$ cat src/rtl/ram_arb_pkg.sv
// Shared constants and types for the two-requester RAM arbiter.
// The round-robin tie-break is selected by defining RAM_ARB_RR_EN.
package ram_arb_pkg;

   localparam int ADDR_W = 5;
   localparam int DATA_W = 32;

   typedef enum logic [1:0] {
      IDLE   = 2'd0,
      ACCESS = 2'd1,
      DONE   = 2'd2
   } state_e;

   typedef enum logic {
      OWN_A = 1'b0,
      OWN_B = 1'b1
   } owner_e;

endpackage

$ cat src/rtl/ram_arbiter_if.sv
// Bundle of requester handshakes and RAM macro signals around ram_arbiter.
// slave is the arbiter's view; master is the clients-plus-RAM view.
interface ram_arbiter_if #(
   parameter int ADDR_W = ram_arb_pkg::ADDR_W,
   parameter int DATA_W = ram_arb_pkg::DATA_W
);

   logic              req_a;
   logic              req_b;
   logic              we_a;
   logic              we_b;
   logic [ADDR_W-1:0] addr_a;
   logic [ADDR_W-1:0] addr_b;
   logic [DATA_W-1:0] wdata_a;
   logic [DATA_W-1:0] wdata_b;
   logic              ack_a;
   logic              ack_b;
   logic [DATA_W-1:0] rdata_a;
   logic [DATA_W-1:0] rdata_b;
   logic              busy;

   logic              ram_ena;
   logic              ram_wena;
   logic [ADDR_W-1:0] ram_addr;
   logic [DATA_W-1:0] ram_wdata;
   logic [DATA_W-1:0] ram_rdata;

   modport slave (
      input  req_a, req_b, we_a, we_b, addr_a, addr_b, wdata_a, wdata_b,
      input  ram_rdata,
      output ack_a, ack_b, rdata_a, rdata_b, busy,
      output ram_ena, ram_wena, ram_addr, ram_wdata
   );

   modport master (
      output req_a, req_b, we_a, we_b, addr_a, addr_b, wdata_a, wdata_b,
      output ram_rdata,
      input  ack_a, ack_b, rdata_a, rdata_b, busy,
      input  ram_ena, ram_wena, ram_addr, ram_wdata
   );

endinterface

$ cat src/rtl/ram_arbiter_arb_pick.sv
// Combinational two-way grant. RAM_ARB_RR_EN: ties go to the requester that
// was not served last; otherwise A always wins a tie.
module arb_pick
   import ram_arb_pkg::*;
(
   input  logic   req_a,
   input  logic   req_b,
`ifdef RAM_ARB_RR_EN
   input  owner_e last_owner,
`endif
   output logic   grant,
   output owner_e owner
);

   always_comb begin
      grant = req_a | req_b;
      owner = OWN_A;
      if (req_a && req_b) begin
`ifdef RAM_ARB_RR_EN
         owner = (last_owner == OWN_A) ? OWN_B : OWN_A;
`else
         owner = OWN_A;
`endif
      end else if (req_b) begin
         owner = OWN_B;
      end
   end

endmodule

$ cat src/rtl/ram_arbiter.sv
// Shares one single-port RAM between requesters A and B: IDLE -> ACCESS -> DONE.
// Define RAM_ARB_RR_EN for round-robin tie-breaking (fixed A priority otherwise).
module ram_arbiter #(
   parameter int ADDR_W = ram_arb_pkg::ADDR_W,
   parameter int DATA_W = ram_arb_pkg::DATA_W
) (
   input logic          clk,
   input logic          rst,
   ram_arbiter_if.slave bus
);

   import ram_arb_pkg::*;

   state_e            state_q, state_d;
   owner_e            owner_q, owner_d;
   logic              we_q, we_d;
   logic [ADDR_W-1:0] addr_q, addr_d;
   logic [DATA_W-1:0] wdata_q, wdata_d;
   logic [DATA_W-1:0] rdata_a_q, rdata_a_d;
   logic [DATA_W-1:0] rdata_b_q, rdata_b_d;

   logic              grant;
   owner_e            grant_owner;

`ifdef RAM_ARB_RR_EN
   owner_e            last_owner_q, last_owner_d;
`endif

   arb_pick u_pick (
      .req_a      (bus.req_a),
      .req_b      (bus.req_b),
`ifdef RAM_ARB_RR_EN
      .last_owner (last_owner_q),
`endif
      .grant      (grant),
      .owner      (grant_owner)
   );

   always_comb begin
      state_d   = state_q;
      owner_d   = owner_q;
      we_d      = we_q;
      addr_d    = addr_q;
      wdata_d   = wdata_q;
      rdata_a_d = rdata_a_q;
      rdata_b_d = rdata_b_q;
`ifdef RAM_ARB_RR_EN
      last_owner_d = last_owner_q;
`endif
      case (state_q)
         IDLE: begin
            if (grant) begin
               owner_d = grant_owner;
               if (grant_owner == OWN_A) begin
                  we_d    = bus.we_a;
                  addr_d  = bus.addr_a;
                  wdata_d = bus.wdata_a;
               end else begin
                  we_d    = bus.we_b;
                  addr_d  = bus.addr_b;
                  wdata_d = bus.wdata_b;
               end
               state_d = ACCESS;
            end
         end
         ACCESS: begin
            // ram_rdata is only meaningful here, on a read cycle
            if (!we_q) begin
               if (owner_q == OWN_A) begin
                  rdata_a_d = bus.ram_rdata;
               end else begin
                  rdata_b_d = bus.ram_rdata;
               end
            end
            state_d = DONE;
         end
         DONE: begin
`ifdef RAM_ARB_RR_EN
            last_owner_d = owner_q;
`endif
            state_d = IDLE;
         end
         default: begin
            state_d = IDLE;
         end
      endcase
   end

   always_ff @(posedge clk or posedge rst) begin
      if (rst) begin
         state_q   <= IDLE;
         owner_q   <= OWN_A;
         we_q      <= 1'b0;
         addr_q    <= '0;
         wdata_q   <= '0;
         rdata_a_q <= '0;
         rdata_b_q <= '0;
`ifdef RAM_ARB_RR_EN
         last_owner_q <= OWN_B;
`endif
      end else begin
         state_q   <= state_d;
         owner_q   <= owner_d;
         we_q      <= we_d;
         addr_q    <= addr_d;
         wdata_q   <= wdata_d;
         rdata_a_q <= rdata_a_d;
         rdata_b_q <= rdata_b_d;
`ifdef RAM_ARB_RR_EN
         last_owner_q <= last_owner_d;
`endif
      end
   end

   // Decoded from state so reset kills the RAM strobe without waiting for an edge
   logic in_access;
   logic in_done;

   assign in_access = (state_q == ACCESS);
   assign in_done   = (state_q == DONE);

   assign bus.ram_ena   = in_access;
   assign bus.ram_wena  = in_access & we_q;
   assign bus.ram_addr  = in_access ? addr_q  : '0;
   assign bus.ram_wdata = in_access ? wdata_q : '0;

   assign bus.ack_a   = in_done & (owner_q == OWN_A);
   assign bus.ack_b   = in_done & (owner_q == OWN_B);
   assign bus.busy    = (state_q != IDLE);
   assign bus.rdata_a = rdata_a_q;
   assign bus.rdata_b = rdata_b_q;

endmodule

$ cat src/flat_wrapper.sv
// flat-port wrapper written by rule: the top's interface ports become plain ports
module ram_arbiter_flat import ram_arb_pkg::*;
#(
   parameter int ADDR_W = ram_arb_pkg::ADDR_W,
   parameter int DATA_W = ram_arb_pkg::DATA_W
)
  (clk, rst, bus_req_a, bus_req_b, bus_we_a, bus_we_b, bus_addr_a, bus_addr_b, bus_wdata_a, bus_wdata_b, bus_ram_rdata, bus_ack_a, bus_ack_b, bus_rdata_a, bus_rdata_b, bus_busy, bus_ram_ena, bus_ram_wena, bus_ram_addr, bus_ram_wdata);
  ram_arbiter_if #(.ADDR_W(ADDR_W), .DATA_W(DATA_W)) bus_i ();
  input logic clk;
  input logic rst;
  input wire logic [$bits(bus_i.req_a)-1:0] bus_req_a;
  input wire logic [$bits(bus_i.req_b)-1:0] bus_req_b;
  input wire logic [$bits(bus_i.we_a)-1:0] bus_we_a;
  input wire logic [$bits(bus_i.we_b)-1:0] bus_we_b;
  input wire logic [$bits(bus_i.addr_a)-1:0] bus_addr_a;
  input wire logic [$bits(bus_i.addr_b)-1:0] bus_addr_b;
  input wire logic [$bits(bus_i.wdata_a)-1:0] bus_wdata_a;
  input wire logic [$bits(bus_i.wdata_b)-1:0] bus_wdata_b;
  input wire logic [$bits(bus_i.ram_rdata)-1:0] bus_ram_rdata;
  output wire logic [$bits(bus_i.ack_a)-1:0] bus_ack_a;
  output wire logic [$bits(bus_i.ack_b)-1:0] bus_ack_b;
  output wire logic [$bits(bus_i.rdata_a)-1:0] bus_rdata_a;
  output wire logic [$bits(bus_i.rdata_b)-1:0] bus_rdata_b;
  output wire logic [$bits(bus_i.busy)-1:0] bus_busy;
  output wire logic [$bits(bus_i.ram_ena)-1:0] bus_ram_ena;
  output wire logic [$bits(bus_i.ram_wena)-1:0] bus_ram_wena;
  output wire logic [$bits(bus_i.ram_addr)-1:0] bus_ram_addr;
  output wire logic [$bits(bus_i.ram_wdata)-1:0] bus_ram_wdata;
  assign bus_i.req_a = bus_req_a;
  assign bus_i.req_b = bus_req_b;
  assign bus_i.we_a = bus_we_a;
  assign bus_i.we_b = bus_we_b;
  assign bus_i.addr_a = bus_addr_a;
  assign bus_i.addr_b = bus_addr_b;
  assign bus_i.wdata_a = bus_wdata_a;
  assign bus_i.wdata_b = bus_wdata_b;
  assign bus_i.ram_rdata = bus_ram_rdata;
  assign bus_ack_a = bus_i.ack_a;
  assign bus_ack_b = bus_i.ack_b;
  assign bus_rdata_a = bus_i.rdata_a;
  assign bus_rdata_b = bus_i.rdata_b;
  assign bus_busy = bus_i.busy;
  assign bus_ram_ena = bus_i.ram_ena;
  assign bus_ram_wena = bus_i.ram_wena;
  assign bus_ram_addr = bus_i.ram_addr;
  assign bus_ram_wdata = bus_i.ram_wdata;
  ram_arbiter #(.ADDR_W(ADDR_W), .DATA_W(DATA_W)) u_core (.clk(clk), .rst(rst), .bus(bus_i));
endmodule
$ cat config.mk
export PLATFORM = sky130hd
export DESIGN_NAME = ram_arbiter_flat
export DESIGN_NICKNAME = d
export VERILOG_FILES = /design/src/rtl/ram_arb_pkg.sv /design/src/rtl/ram_arbiter_if.sv /design/src/rtl/ram_arbiter_arb_pick.sv /design/src/rtl/ram_arbiter.sv /design/src/flat_wrapper.sv
export SDC_FILE = /design/constraint.sdc
export NUM_CORES = 1
export LEC_CHECK = 0
export CELL_PAD_IN_SITES_DETAIL_PLACEMENT = 0
export CELL_PAD_IN_SITES_GLOBAL_PLACEMENT = 1
export CORE_MARGIN = 5
export CORE_UTILIZATION = 32
export DETAILED_ROUTE_END_ITERATION = 8
export PLACE_DENSITY = 0.9
export SYNTH_ARGS = -nofsm -noshare
export SYNTH_HDL_FRONTEND = slang
export SYNTH_SLANG_ARGS = --single-unit
$ cat constraint.sdc
create_clock -name clk -period 4.3 [get_ports clk]
set_clock_uncertainty 0.05 [all_clocks]
set_input_delay 0.645 -clock clk [delete_from_list [all_inputs] [get_ports clk]]
set_output_delay 0.645 -clock clk [all_outputs]
set_load 0.02 [all_outputs]
==> results.yml, run 1 <==
clocking:
  cts_resized: 0
  hold_buffers: 0
  clk_pin_slew_worst_paths_ps: 60
  clock-root-buffer: "clkbuf_16"
  cts_buffer_depth: 2
  cts_tree: "built"
  clkSinkCount: 105
  postCtsSetupBuffers: 0
  numCtsBuffers: 9
  h-tree-depth: 3
  clk_latency_ps: 330
floorplan:
  fp.dieArea_sq_um: 17220
  ioPinCount: 218
  rows: 44
  coreArea_sq_um: 14480
  start_util_pct: 32.48
  die_w_um: 131.2
  die_h_um: 131.2
power:
  ir_drop_uv: 246.1
  power.leakage_nw: 2.954
  switching_share_pct: 34.86
  p_clk_share_pct: 16.3
  pwr-share-seq_pct: 32.8
  combPwrFrac_pct: 50.9
  finalPower_w: 0.005383
  power.density_nw_per_um2: 737.9
  switchingPower_w: 0.001877
  power.internal_w: 0.003507
logic_synthesis:
  syn_avg_cell_area_sq_um: 14.93
  ys_types: 19
  synthCells: 315
  syn_area_sq_um: 4703
  synth_edf_count: 0
  synth_most_common_cell: "mux2_2"
  async_flop_share_pct: 100.0
  synthTopCellsByArea: "dfrtp_1 56%, mux2_2 33%, and2_1 5.1%"
  yosysTopAreaCell: "dfrtp_1"
  yosysSeqAreaShare_pct: 55.87
  synth_warnings: 0
  synth_commonest_cells: "137 x mux2_2, 105 x dfrtp_1, 38 x and2_1, 10 x buf_6, 4 x clkbuf_1"
  syn_nets: 427
  ys_ff_latch: 105
  ys.flop_type: "dfrtp_1"
  synth_top_area_share_pct: 55.87
routing:
  wl_met2_um: 6243
  drt_pass1_iterations: 4
  met3_length_um: 750
  drt-met1-wl_um: 4893
  totalWireLength_um: 12140
  vias: 3249
  viasPerCell: 4.538
  drc_errors: 0
  ant_nets: 0
  top_layer: "met4"
  wire_per_inst_um: 16.95
  drt_iter0_drc: 105
placement:
  gp_congestion: 0.7368
  placed_area_sq_um: 6977
  place_hpwl_um: 9037
  port_buffers: 217
timing:
  whs_ps: 440.7
  drv_slew: 0
  fmax_mhz: 337.8
  finalHoldViolCount: 0
  tightestPinTransition_ps: 1088
  post-route-period-util_pct: 68.84
  rsz0062_at_grt: "no"
  min_period_ps: 2960
  tns_ps: 0
  finalSetupViolCount: 0
  max_slew_margin_pct: 27.43
status:
  status: "completed"
critical_path:
  cp-start-kind: "flip-flop"
  worstSetupPathType: "reg2out"
  cp.arrival_ps: 2270
  crit_required_ps: 3610
  cp_max_fo: 41
  rrSetupSlack_ps: 1950
  end_kind: "output port"
grt:
  grt_max_degree: 90
  grt_pass1_wl_um: 19770
  gr-total-overflow: 0
  track_usage_pct: 14.00
  antenna_found_initial: 0
  grt_pass1_vias: 3704
finish:
  fillers: 1249
  drive_gt1_share_pct: 30.08
  fin_nets: 639
  area_delta_synth_final_pct: 55.12
  utilization_pct: 50.39
  n_antenna_cell: 0
  final_cell_area_sq_um: 7296
run:
  max_cap_violations: 0
worst_hold_path:
  hp-class: "reg2reg"
per-stage QoR:
step	instances	setup WS [ps]
3_3_place_gp	700	1705
3_5_place_dp	700	1650
2_1_floorplan	315	844.5
6_report	716	1340
5_1_grt	716	1184
4_1_cts	716	1287
area by class of cell:
type                       count  area (sq um)  share of cell area, %
inverter                       2         10.01                 0.1372
clock inverter                 6         90.09                  1.235
tap                          184         230.2                  3.156
timing repair buffer         220          2195                  30.08
sequential                   105          2628                  36.01
clock buffer                  10         229.0                  3.138
multi-input combinational    189          1914                  26.24
flip-flops by register name (all words and copies together) (netlist names):
| name | cells |
|---|---|
| u_core.bus.rdata_a | 32 |
| u_core.bus.rdata_b | 32 |
| u_core.wdata_q | 32 |
| u_core.addr_q | 5 |
| u_core.state_q | 2 |
| u_core.owner_q | 1 |
| u_core.we_q | 1 |
logic make-up (layout without fill, tap and decap cells):
family	after synthesis	count (layout)	synth area share, %
buffers and inverters	21	238	3.458
flip-flops	105	105	55.87
multiplexers	140	140	33.52
AND/OR/NAND/NOR	46	46	6.784
AO/OA/AOI/OAI	3	3	0.3725
worst max-delay path: stages, from the launching register on:
cell and delay (ps):
dfrtp_1 440, nor2b_4 630, and2_1 230, clkdlybuf4s50_1 630
cells in the final DEF, fill, tap and decap left out, drive strengths merged:
| cell type | netlist | routed |
|---|---|---|
| clkbuf | 5 | 10 |
| nand2b | 1 | 1 |
| o21a | 1 | 1 |
| clkdlybuf4s50 | 0 | 217 |
| and2 | 38 | 38 |
| nor2b | 2 | 2 |
| inv | 2 | 3 |
| clkinv | 0 | 2 |
| dfrtp | 105 | 105 |
| buf | 14 | 3 |
| bufinv | 0 | 2 |
| clkinvlp | 0 | 1 |
| nor3b | 2 | 2 |
| and3b | 2 | 2 |
| nor2 | 1 | 1 |
| a21oi | 2 | 2 |
| mux2 | 140 | 140 |
per-layer routing:
layer | track usage, % | vias up
met3 | 3.937 | 17
met5 | 0 | -
met4 | 5.254 | 0
li1 | - | 1519
met2 | 24.49 | 118
met1 | 16.26 | 1595
power groups by stage:
stage	clock, W	combinational, W	sequential [W]
6_report	0.000876	0.00274	0.00177
5_1_grt	0.000940	0.00291	0.00183
4_1_cts	0.000903	0.00278	0.00178
3_5_place_dp	0	0.00278	0.00179
3_3_place_gp	0	0.00273	0.00176
2_1_floorplan	0	0.00120	0.00211
final timing paths:
kind                                        startpoint                      to  depth (start not counted)
min in group asynchronous                          rst   u_core.bus.rdata_a[3]                          2
worst max-delay path                 u_core.state_q[1]       bus_ram_wdata[22]                          3
worst min register to register  u_core.bus.rdata_a[25]  u_core.bus.rdata_a[25]                          1
worst min-delay path            u_core.bus.rdata_a[25]  u_core.bus.rdata_a[25]                          1
max in group asynchronous                          rst  u_core.bus.rdata_b[28]                          3
worst max register to register       u_core.state_q[1]   u_core.bus.rdata_a[1]                          4
No activity file was read; power rests on OpenSTA's default activity.
==> run 2, diff against run 1 <==
--- a/config.mk
+++ b/config.mk
@@ -8,9 +8,9 @@
 export CELL_PAD_IN_SITES_DETAIL_PLACEMENT = 0
 export CELL_PAD_IN_SITES_GLOBAL_PLACEMENT = 1
 export CORE_MARGIN = 5
-export CORE_UTILIZATION = 32
+export CORE_UTILIZATION = 29
 export DETAILED_ROUTE_END_ITERATION = 8
-export PLACE_DENSITY = 0.9
+export PLACE_DENSITY = 0.86
 export SYNTH_ARGS = -nofsm -noshare
 export SYNTH_HDL_FRONTEND = slang
 export SYNTH_SLANG_ARGS = --single-unit
==> constraint.sdc (replaced) <==
create_clock -name clk -period 2.5 [get_ports clk]
set_clock_uncertainty 0.05 [all_clocks]
set_input_delay 0.375 -clock clk [delete_from_list [all_inputs] [get_ports clk]]
set_output_delay 0.375 -clock clk [all_outputs]
set_load 0.02 [all_outputs]
==> run 2 against run 1 <==
  * Die area up 9.5%
  * First-iteration DRC count down 40%
  * Clock power up 63%
  * Critical path depth up 1
  * Sequential share of layout area down 0.59 points
  * Sequential power up 71%
==> results.yml, run 2 (synthesized netlist as in run 1, its figures left out) <==
critical_path:
  end_kind: "output port"
  cp-start-kind: "flip-flop"
  rr_worst_depth: 5
  worstSetupPathType: "reg2out"
  crit_required_ps: 2080
  cp_max_fo: 19
  cp.arrival_ps: 1920
finish:
  final_cell_area_sq_um: 7417
  final_common_cell: "clkdlybuf4s50_1"
  n_antenna_cell: 0
  drive_gt1_share_pct: 31.04
  area_delta_synth_final_pct: 57.70
  fillers: 1455
  final_cell_mix: "217 x clkdlybuf4s50_1, 137 x mux2_2, 105 x dfrtp_1, 38 x and2_1, 9 x clkbuf_16"
  layout.area.seq_sq_um: 2628
  multi_input_area_sq_um: 1914
  fin_nets: 645
timing:
  finalSetupViolCount: 0
  rsz0062_at_grt: "no"
  drv_slew: 0
  fmax_mhz: 425.9
  post-route-period-util_pct: 93.92
  max_slew_margin_pct: 67.57
  tns_ps: 0
  finalHoldViolCount: 0
  min_period_ps: 2348
  worst_slack_ps: 151.9
  tightestPinTransition_ps: 486.5
floorplan:
  coreArea_sq_um: 15890
  start_util_pct: 29.61
  rows: 46
  die_w_um: 137.4
  die_h_um: 137.4
  ioPinCount: 218
  fp.dieArea_sq_um: 18870
clocking:
  clk_pin_slew_worst_paths_ps: 70
  clk_latency_ps: 330
  postCtsSetupBuffers: 0
  cts_resized: 0
  cts_tree: "built"
  numCtsBuffers: 9
  hold_buffers: 0
  cts_buffer_depth: 2
  clkSinkCount: 105
  h-tree-depth: 3
  clock-root-buffer: "clkbuf_16"
routing:
  vias: 3289
  drc_errors: 0
  drt_pass1_iterations: 4
  wire_per_inst_um: 16.31
  totalWireLength_um: 12290
  drt_iter0_drc: 63
  viasPerCell: 4.362
  ant_nets: 0
grt:
  grt_pass1_wl_um: 19470
  grt-busiest-layer: "met2"
  met2_usage_pct: 23.27
  grt_pass1_vias: 3774
  grtUsageMet3_pct: 3.251
  antenna_found_initial: 0
  grt_max_degree: 68
  grtUsageMet1_pct: 15.41
  gr-total-overflow: 0
  track_usage_pct: 13.24
power:
  pwr-share-seq_pct: 32.7
  power.density_nw_per_um2: 1249
  ir_drop_uv: 509.2
  switchingPower_w: 0.003233
  combPwrFrac_pct: 51.9
  power.internal_w: 0.006029
  p_clk_share_pct: 15.4
  power.leakage_nw: 2.993
  switching_share_pct: 34.91
placement:
  gp_congestion: 0.7168
  dp_worst_setup_slack_ps: 322.8
  place_hpwl_um: 9409
  placed_area_sq_um: 7113
  port_buffers: 217
worst_hold_path:
  hp-class: "in2async"
run:
  max_cap_violations: 0
status:
  status: "completed"
==> run 2: changes by cell type in the layout (fill, tap and decap cells not counted), sizes merged <==
cell / change
buf: +6
bufinv: -1
clkinvlp: +1
==> run 2: layout make-up <==
type	count	area share (%)
clock buffers	10	3.222
clock inverters	6	0.8772
inverters	2	0.1518
multi-input cells	189	25.81
flip-flops and latches	105	35.43
well taps	216	3.644
repair buffers	226	30.87
==> run 2: worst max-delay path: stages (launching register included) <==
cell,delay (ps)
dfrtp_1,440
nor2b_4,130
buf_4,230
and2_1,180
clkdlybuf4s50_1,610
==> run 2: per-stage QoR <==
step	std cells	hold slack [ps]	utilization [%]	total power [W]
after CTS	754	439.9	46.69	0.009439
after detailed placement	738	435.0	44.78	0.007960
after floorplan	315	410.7	-	0.005682
after global routing	754	462.7	46.69	0.009825
final	754	422.2	46.69	0.009262
after global placement	738	420.6	44.78	0.007828
==> run 2: power by group through the flow <==
stage,logic (W),clock network (W),registers (W)
floorplan,0.00206,0,0.00362
global placement,0.00481,0,0.00302
detailed placement,0.00488,0,0.00308
CTS,0.00490,0.00149,0.00305
global route,0.00512,0.00156,0.00315
finish,0.00481,0.00143,0.00303
==> run 2: final timing paths <==
check / start / end / slack [ps]
hold reg to reg: u_core.wdata_q[3] / u_core.wdata_q[3] / 450
min in group clk: u_core.wdata_q[3] / u_core.wdata_q[3] / 450
setup / recovery: u_core.state_q[1] / bus_ram_wdata[25] / 150
hold / removal: rst / u_core.addr_q[1] / 420
setup reg to reg: u_core.state_q[1] / u_core.bus.rdata_a[6] / 550
max in group asynchronous: rst / u_core.bus.rdata_a[11] / 1550
==> run 2: per-layer routing <==
| layer | vias up | wire length, um | part of all wire (%) |
|---|---|---|---|
| met5 | - | 0 | 0 |
| li1 | 1530 | - | - |
| met3 | 21 | 877 | 7.1 |
| met2 | 122 | 6393 | 52 |
| met1 | 1616 | 4719 | 38 |
| met4 | 0 | 304 | 2.5 |
==> run 3, diff against run 2 <==
--- a/config.mk
+++ b/config.mk
@@ -5,10 +5,11 @@
 export SDC_FILE = /design/constraint.sdc
 export NUM_CORES = 1
 export LEC_CHECK = 0
+export ABC_AREA = 1
 export CELL_PAD_IN_SITES_DETAIL_PLACEMENT = 0
 export CELL_PAD_IN_SITES_GLOBAL_PLACEMENT = 1
 export CORE_MARGIN = 5
-export CORE_UTILIZATION = 29
+export CORE_UTILIZATION = 26
 export DETAILED_ROUTE_END_ITERATION = 8
 export PLACE_DENSITY = 0.86
 export SYNTH_ARGS = -nofsm -noshare
==> run 3 against run 2 <==
  * Wire length increased by 33%
  * Non-clock buffer count increased by 5
  * Worst hold slack got worse by 2.4 ps
  * Global-route usage increased by 1.7 points
  * Utilization decreased by 6.0 points
  * Worst setup slack improved by 27 ps
  * Highest routed layer unchanged
  * Sequential power about the same
==> results.yml, run 3 <==
critical_path:
  cp.arrival_ps: 1900
  cp-start-kind: "flip-flop"
  crit_cells: 4
  end_kind: "output port"
  cp_max_fo: 38
  worstSetupPathType: "reg2out"
  crit_chain: "nor2_4 > inv_4 > nor2_1 > clkdlybuf4s50_1"
  path_buf_inv: 2
  crit_required_ps: 2080
  cpMaxStageDelayCell: "clkdlybuf4s50_1"
  rr_worst_depth: 6
  critPathMaxStageDelay_ps: 620
  critPathTopFamily: "buffers and inverters"
clocking:
  cts_buffer_depth: 2
  h-tree-depth: 3
  clk_pin_slew_worst_paths_ps: 70
  hold_buffers: 0
  numCtsBuffers: 9
  clk_latency_ps: 340
  clock-root-buffer: "clkbuf_16"
  clkSinkCount: 105
  cts_tree: "built"
finish:
  multi_input_area_sq_um: 1932
  fin_nets: 977
  layout.area.seq_sq_um: 2628
  n_antenna_cell: 0
  final_common_cell: "nand2_1"
  final_cell_mix: "322 x nand2_1, 217 x clkdlybuf4s50_1, 105 x dfrtp_1, 103 x nand3_1, 41 x nor2_1"
  utilization_pct: 40.65
  area_delta_synth_final_pct: 53.93
  fillers: 1947
  drive_gt1_share_pct: 4.488
power:
  switching_share_pct: 42.16
  power.leakage_nw: 3.788
  combPwrFrac_pct: 51.2
  pwr-share-seq_pct: 32.3
  power.internal_w: 0.005366
  power.density_nw_per_um2: 1216
  switchingPower_w: 0.003911
  ir_drop_uv: 572.1
  finalPower_w: 0.009278
  p_clk_share_pct: 16.5
floorplan:
  fp.dieArea_sq_um: 21920
  coreArea_sq_um: 18770
  ioPinCount: 218
  start_util_pct: 26.41
  die_w_um: 148.1
  die_h_um: 148.1
  rows: 50
timing:
  tightestPinTransition_ps: 662.7
  rsz0062_at_grt: "no"
  finalSetupViolCount: 0
  finalHoldViolCount: 0
  post-route-period-util_pct: 92.86
  min_period_ps: 2321
  max_slew_margin_pct: 55.82
  fmax_mhz: 430.8
  drv_slew: 0
  tns_ps: 0
logic_synthesis:
  ys_types: 14
  syn_nets: 779
  synth_most_common_cell: "nand2_1"
  syn_area_sq_um: 4956
  yosysTopAreaCell: "dfrtp_1"
  synth_warnings: 0
  ys_ff_latch: 105
  syn_avg_cell_area_sq_um: 7.430
  synthTopCellsByArea: "dfrtp_1 53%, nand2_1 24%, nand3_1 10%"
  synth_commonest_cells: "322 x nand2_1, 105 x dfrtp_1, 103 x nand3_1, 42 x nor2_1, 40 x inv_1"
  synthCells: 667
  async_flop_share_pct: 100.0
  synth_edf_count: 0
  yosysSeqAreaShare_pct: 53.02
  ys.flop_type: "dfrtp_1"
  synth_top_area_share_pct: 53.02
routing:
  drc_errors: 0
  wire_per_inst_um: 14.84
  drt_iter0_drc: 204
  vias: 4901
  drt_pass1_iterations: 5
  viasPerCell: 4.443
  totalWireLength_um: 16370
  ant_nets: 0
grt:
  gr-total-overflow: 0
  antenna_found_initial: 0
  track_usage_pct: 14.90
  grt_pass1_wl_um: 26400
  grt_max_degree: 106
  grt_pass1_vias: 4973
placement:
  gp_congestion: 0.8014
  place_hpwl_um: 11240
  port_buffers: 217
worst_hold_path:
  hp-class: "reg2reg"
  hold_depth: 2
run:
  max_cap_violations: 0
status:
  status: "completed"
==> run 3: cells by family (layout without fill, tap and decap cells) <==
kind of cell	count (synthesis)	in the layout	synth area share, %
compound gates	2	2	0.2020
buf+inv	88	290	8.129
flops	105	105	53.02
simple gates	472	472	38.65
==> run 3: layer usage <==
| layer | global-route usage [%] | up-vias | wire [um] | part of all wire, % |
|---|---|---|---|---|
| met5 | 0 | - | 0 | 0 |
| met4 | 4.342 | 0 | 247 | 1.5 |
| met3 | 4.601 | 20 | 1415 | 8.6 |
| met2 | 23.98 | 186 | 7339 | 45 |
| met1 | 19.40 | 2253 | 7372 | 45 |
| li1 | - | 2442 | - | - |
==> run 3: tightest hold or removal path, delay by kind of cell, from the launching register on <==
kind | cells | cell delay (ps)
flops | 1 | 350
simple gates | 2 | 90
==> run 3: what timing repair did <==
item                                    CTS  global route
setup buffers                             0             0
gates resized for setup                   1             0
endpoints found under the setup margin   38             0
==> run 3: layout make-up <==
class / instances / share of cell area (%)
flip-flops and latches: 105 / 34.44
repair buffers: 231 / 30.01
multi-input cells: 474 / 25.32
well taps: 234 / 3.838
clock buffers: 9 / 2.952
inverters: 44 / 2.247
clock inverters: 6 / 1.181
==> run 3: power by group through the flow <==
stage          clock network (W)  logic (W)  registers, W
2_1_floorplan                  0    0.00207       0.00357
3_3_place_gp                   0    0.00476       0.00301
3_5_place_dp                   0    0.00483       0.00302
4_1_cts                  0.00159    0.00484       0.00301
5_1_grt                  0.00164    0.00522       0.00313
6_report                 0.00153    0.00475       0.00300
==> run 3: stage by stage <==
stage | instances | hold slack (ps) | setup slack (ps) | instance area (sq um)
after floorplan | 667 | 398.8 | 815.5 | 4960
after global placement | 1088 | 403.0 | 401.8 | 7311
after detailed placement | 1088 | 407.8 | 335.4 | 7311
after CTS | 1103 | 426.1 | 142.2 | 7629
after global routing | 1103 | 446.8 | 57.95 | 7629
final | 1103 | 419.7 | 178.6 | 7629
==> run 3: path summary, 6_finish.rpt <==
kind                                             from                      to  slack [ps]
worst max-delay path                u_core.state_q[1]       bus_ram_wdata[19]         180
worst min-delay path            u_core.bus.rdata_b[9]   u_core.bus.rdata_b[9]         420
worst max register to register      u_core.state_q[1]  u_core.bus.rdata_b[27]         610
worst min register to register  u_core.bus.rdata_b[9]   u_core.bus.rdata_b[9]         420
max in group asynchronous                         rst      u_core.wdata_q[23]        1460
min in group asynchronous                         rst   u_core.bus.rdata_b[4]         490
==> variant: new RTL, settings of run 2 <==
Re-encode `state_e` (3 states) as one-hot, 3 bits wide.
--- a/src/rtl/ram_arb_pkg.sv
+++ b/src/rtl/ram_arb_pkg.sv
@@ -7,6 +7,6 @@
 
-   typedef enum logic [1:0] {
-      IDLE   = 2'd0,
-      ACCESS = 2'd1,
-      DONE   = 2'd2
+   typedef enum logic [2:0] {
+      IDLE   = 3'b001,
+      ACCESS = 3'b010,
+      DONE   = 3'b100
    } state_e;
Formal check against the unedited RTL: same outputs for any inputs over 10 cycles, from zero or initial values and one cycle with rst high; not proved beyond that.
==> variant against run 2 <==
Sequential cell count up 1; global-route usage up 0.15 points; sequential share of layout area down 0.057 points; routed wire length up 5.3%; final area up 1.2%; area after synthesis down 0.24%; total power down 8.8%; worst setup slack worse by 0.095 ns; critical path depth unchanged; largest cell class unchanged.
==> variant: results (changes against run 2) <==
<table>
<tr><th>Metric</th><th>Value</th></tr>
<tr><th colspan="2">Yosys</th></tr>
<tr><td>List of most frequent post-synthesis cells</td><td>mux2_2 (140), dfrtp_1 (105), and2_1 (38), buf_2 (6), clkbuf_1 (5)</td></tr>
<tr><td>Area fraction in compound gates after synthesis</td><td>0.373% (+0.00089 points)</td></tr>
<tr><td>Number of distinct library cells after synthesis</td><td>19 (unchanged)</td></tr>
<tr><td>Seq/Total Area, Yosys</td><td>56.6% (+0.69 points)</td></tr>
<tr><td>Biggest area contributors in the synthesized netlist</td><td>dfrtp_1 (56%), mux2_2 (34%), and2_1 (5.1%)</td></tr>
<tr><td>Syn Inst Count</td><td>316 (+0.32%)</td></tr>
<tr><td>Synthesized Nets</td><td>428 (+0.23%)</td></tr>
<tr><td>Fraction of synthesized area in multiplexers</td><td>33.6% (+0.080 points)</td></tr>
<tr><th colspan="2">Pwr</th></tr>
<tr><td>Maximum resistive drop on vdd</td><td>0.580 mV (+14%)</td></tr>
<tr><td>Cell leakage power</td><td>3.51 nW (+17%)</td></tr>
<tr><th colspan="2">Global route</th></tr>
<tr><td>Pin count of the biggest net entering global routing</td><td>107 (+57%)</td></tr>
<tr><td>Gr usage total</td><td>13.4% (+0.15 points)</td></tr>
<tr><td>Global-route wire length before repair</td><td>19400 µm (-0.32%)</td></tr>
<tr><td>Vias in the first global route</td><td>3610 (-4.3%)</td></tr>
<tr><th colspan="2">Drt</th></tr>
<tr><td>Total via count after detailed routing</td><td>3317 (+0.85%)</td></tr>
<tr><td>First-iteration detailed-routing DRC count</td><td>90 (+43%)</td></tr>
<tr><td>Wirelength, routed</td><td>12900 µm (+5.3%)</td></tr>
<tr><th colspan="2">STA</th></tr>
<tr><td>Slew Limit Headroom</td><td>61.1% (-6.4 points)</td></tr>
<tr><th colspan="2">Place</th></tr>
<tr><td>Final HPWL from detailed placement</td><td>9300 µm (-1.1%)</td></tr>
<tr><td>Area of placed instances</td><td>0.00714 mm² (+0.37%)</td></tr>
<tr><td>Weighted congestion reported at the end of routability-driven placement</td><td>0.694 (-3.1%)</td></tr>
<tr><td>Post-placement worst setup slack</td><td>0.375 ns (+0.0520 ns)</td></tr>
<tr><th colspan="2">Min path</th></tr>
<tr><td>Path category of the worst min-delay check</td><td>reg2reg</td></tr>
<tr><th colspan="2">Final layout</th></tr>
<tr><td>Number of filler cells placed in the layout</td><td>1428 (-1.9%)</td></tr>
<tr><th colspan="2">Setup path</th></tr>
<tr><td>Worst-path cell with the longest stage delay</td><td>clkdlybuf4s50_1</td></tr>
<tr><th colspan="2">Status</th></tr>
<tr><td>Outcome</td><td>completed</td></tr>
</table>
## variant: cell types whose count changed after synthesis, moves of 2 or more
| cell | change |
|---|---|
| and3b_1 | -2 |
| buf_2 | +3 |
| buf_4 | +2 |
| buf_6 | -6 |
| mux2_1 | -3 |
| mux2_2 | +3 |
## variant: layout make-up
cell class	instances	share of cell area, %
clock buffers	9	3.00
clock inverters	7	0.700
inverters	2	0.150
flip-flops and latches	106	35.4
multi-input cells	190	25.8
repair buffers	224	31.4
well taps	216	3.60
## variant: path summary, 6_finish.rpt
kind,cells past startpoint,from,endpoint,slack [ns]
setup / recovery,4,u_core.state_q[2],bus_ram_wdata[0],0.06
hold / removal,1,u_core.wdata_q[3],u_core.wdata_q[3],0.45
setup reg to reg,5,u_core.state_q[2],u_core.bus.rdata_a[18],0.53
hold reg to reg,1,u_core.wdata_q[3],u_core.wdata_q[3],0.45
max in group asynchronous,3,rst,u_core.bus.rdata_a[20],1.43
min in group asynchronous,3,rst,u_core.bus.rdata_b[16],0.49
## variant: routing by layer
metal | GRT usage [%] | up-vias | share of wire [%]
li1 | - | 1538 | -
met1 | 15.2 | 1640 | 38
met2 | 23.9 | 117 | 53
met3 | 3.21 | 22 | 6.8
met4 | 5.82 | 0 | 2.5
met5 | 0 | - | 0
## variant: where the power goes
| group | internal [mW] | switching, mW |
|---|---|---|
| Combinational | 2.25 | 1.79 |
| Clock | 0.686 | 0.659 |
| Sequential | 2.59 | 0.465 |
| Total | 5.53 | 2.92 |
## variant: repair_timing
action | CTS | global route
setup endpoints to repair | 3 | 38
hold buffers | 0 | 0
gates resized for setup | 1 | 33
## variant: worst register-to-register path, cell delays in order (launching register included)
cell,delay [ns]
dfrtp_1,0.46
nor3b_4,0.24
buf_6,0.22
nor3b_4,0.24
buf_12,0.25
mux2_2,0.39
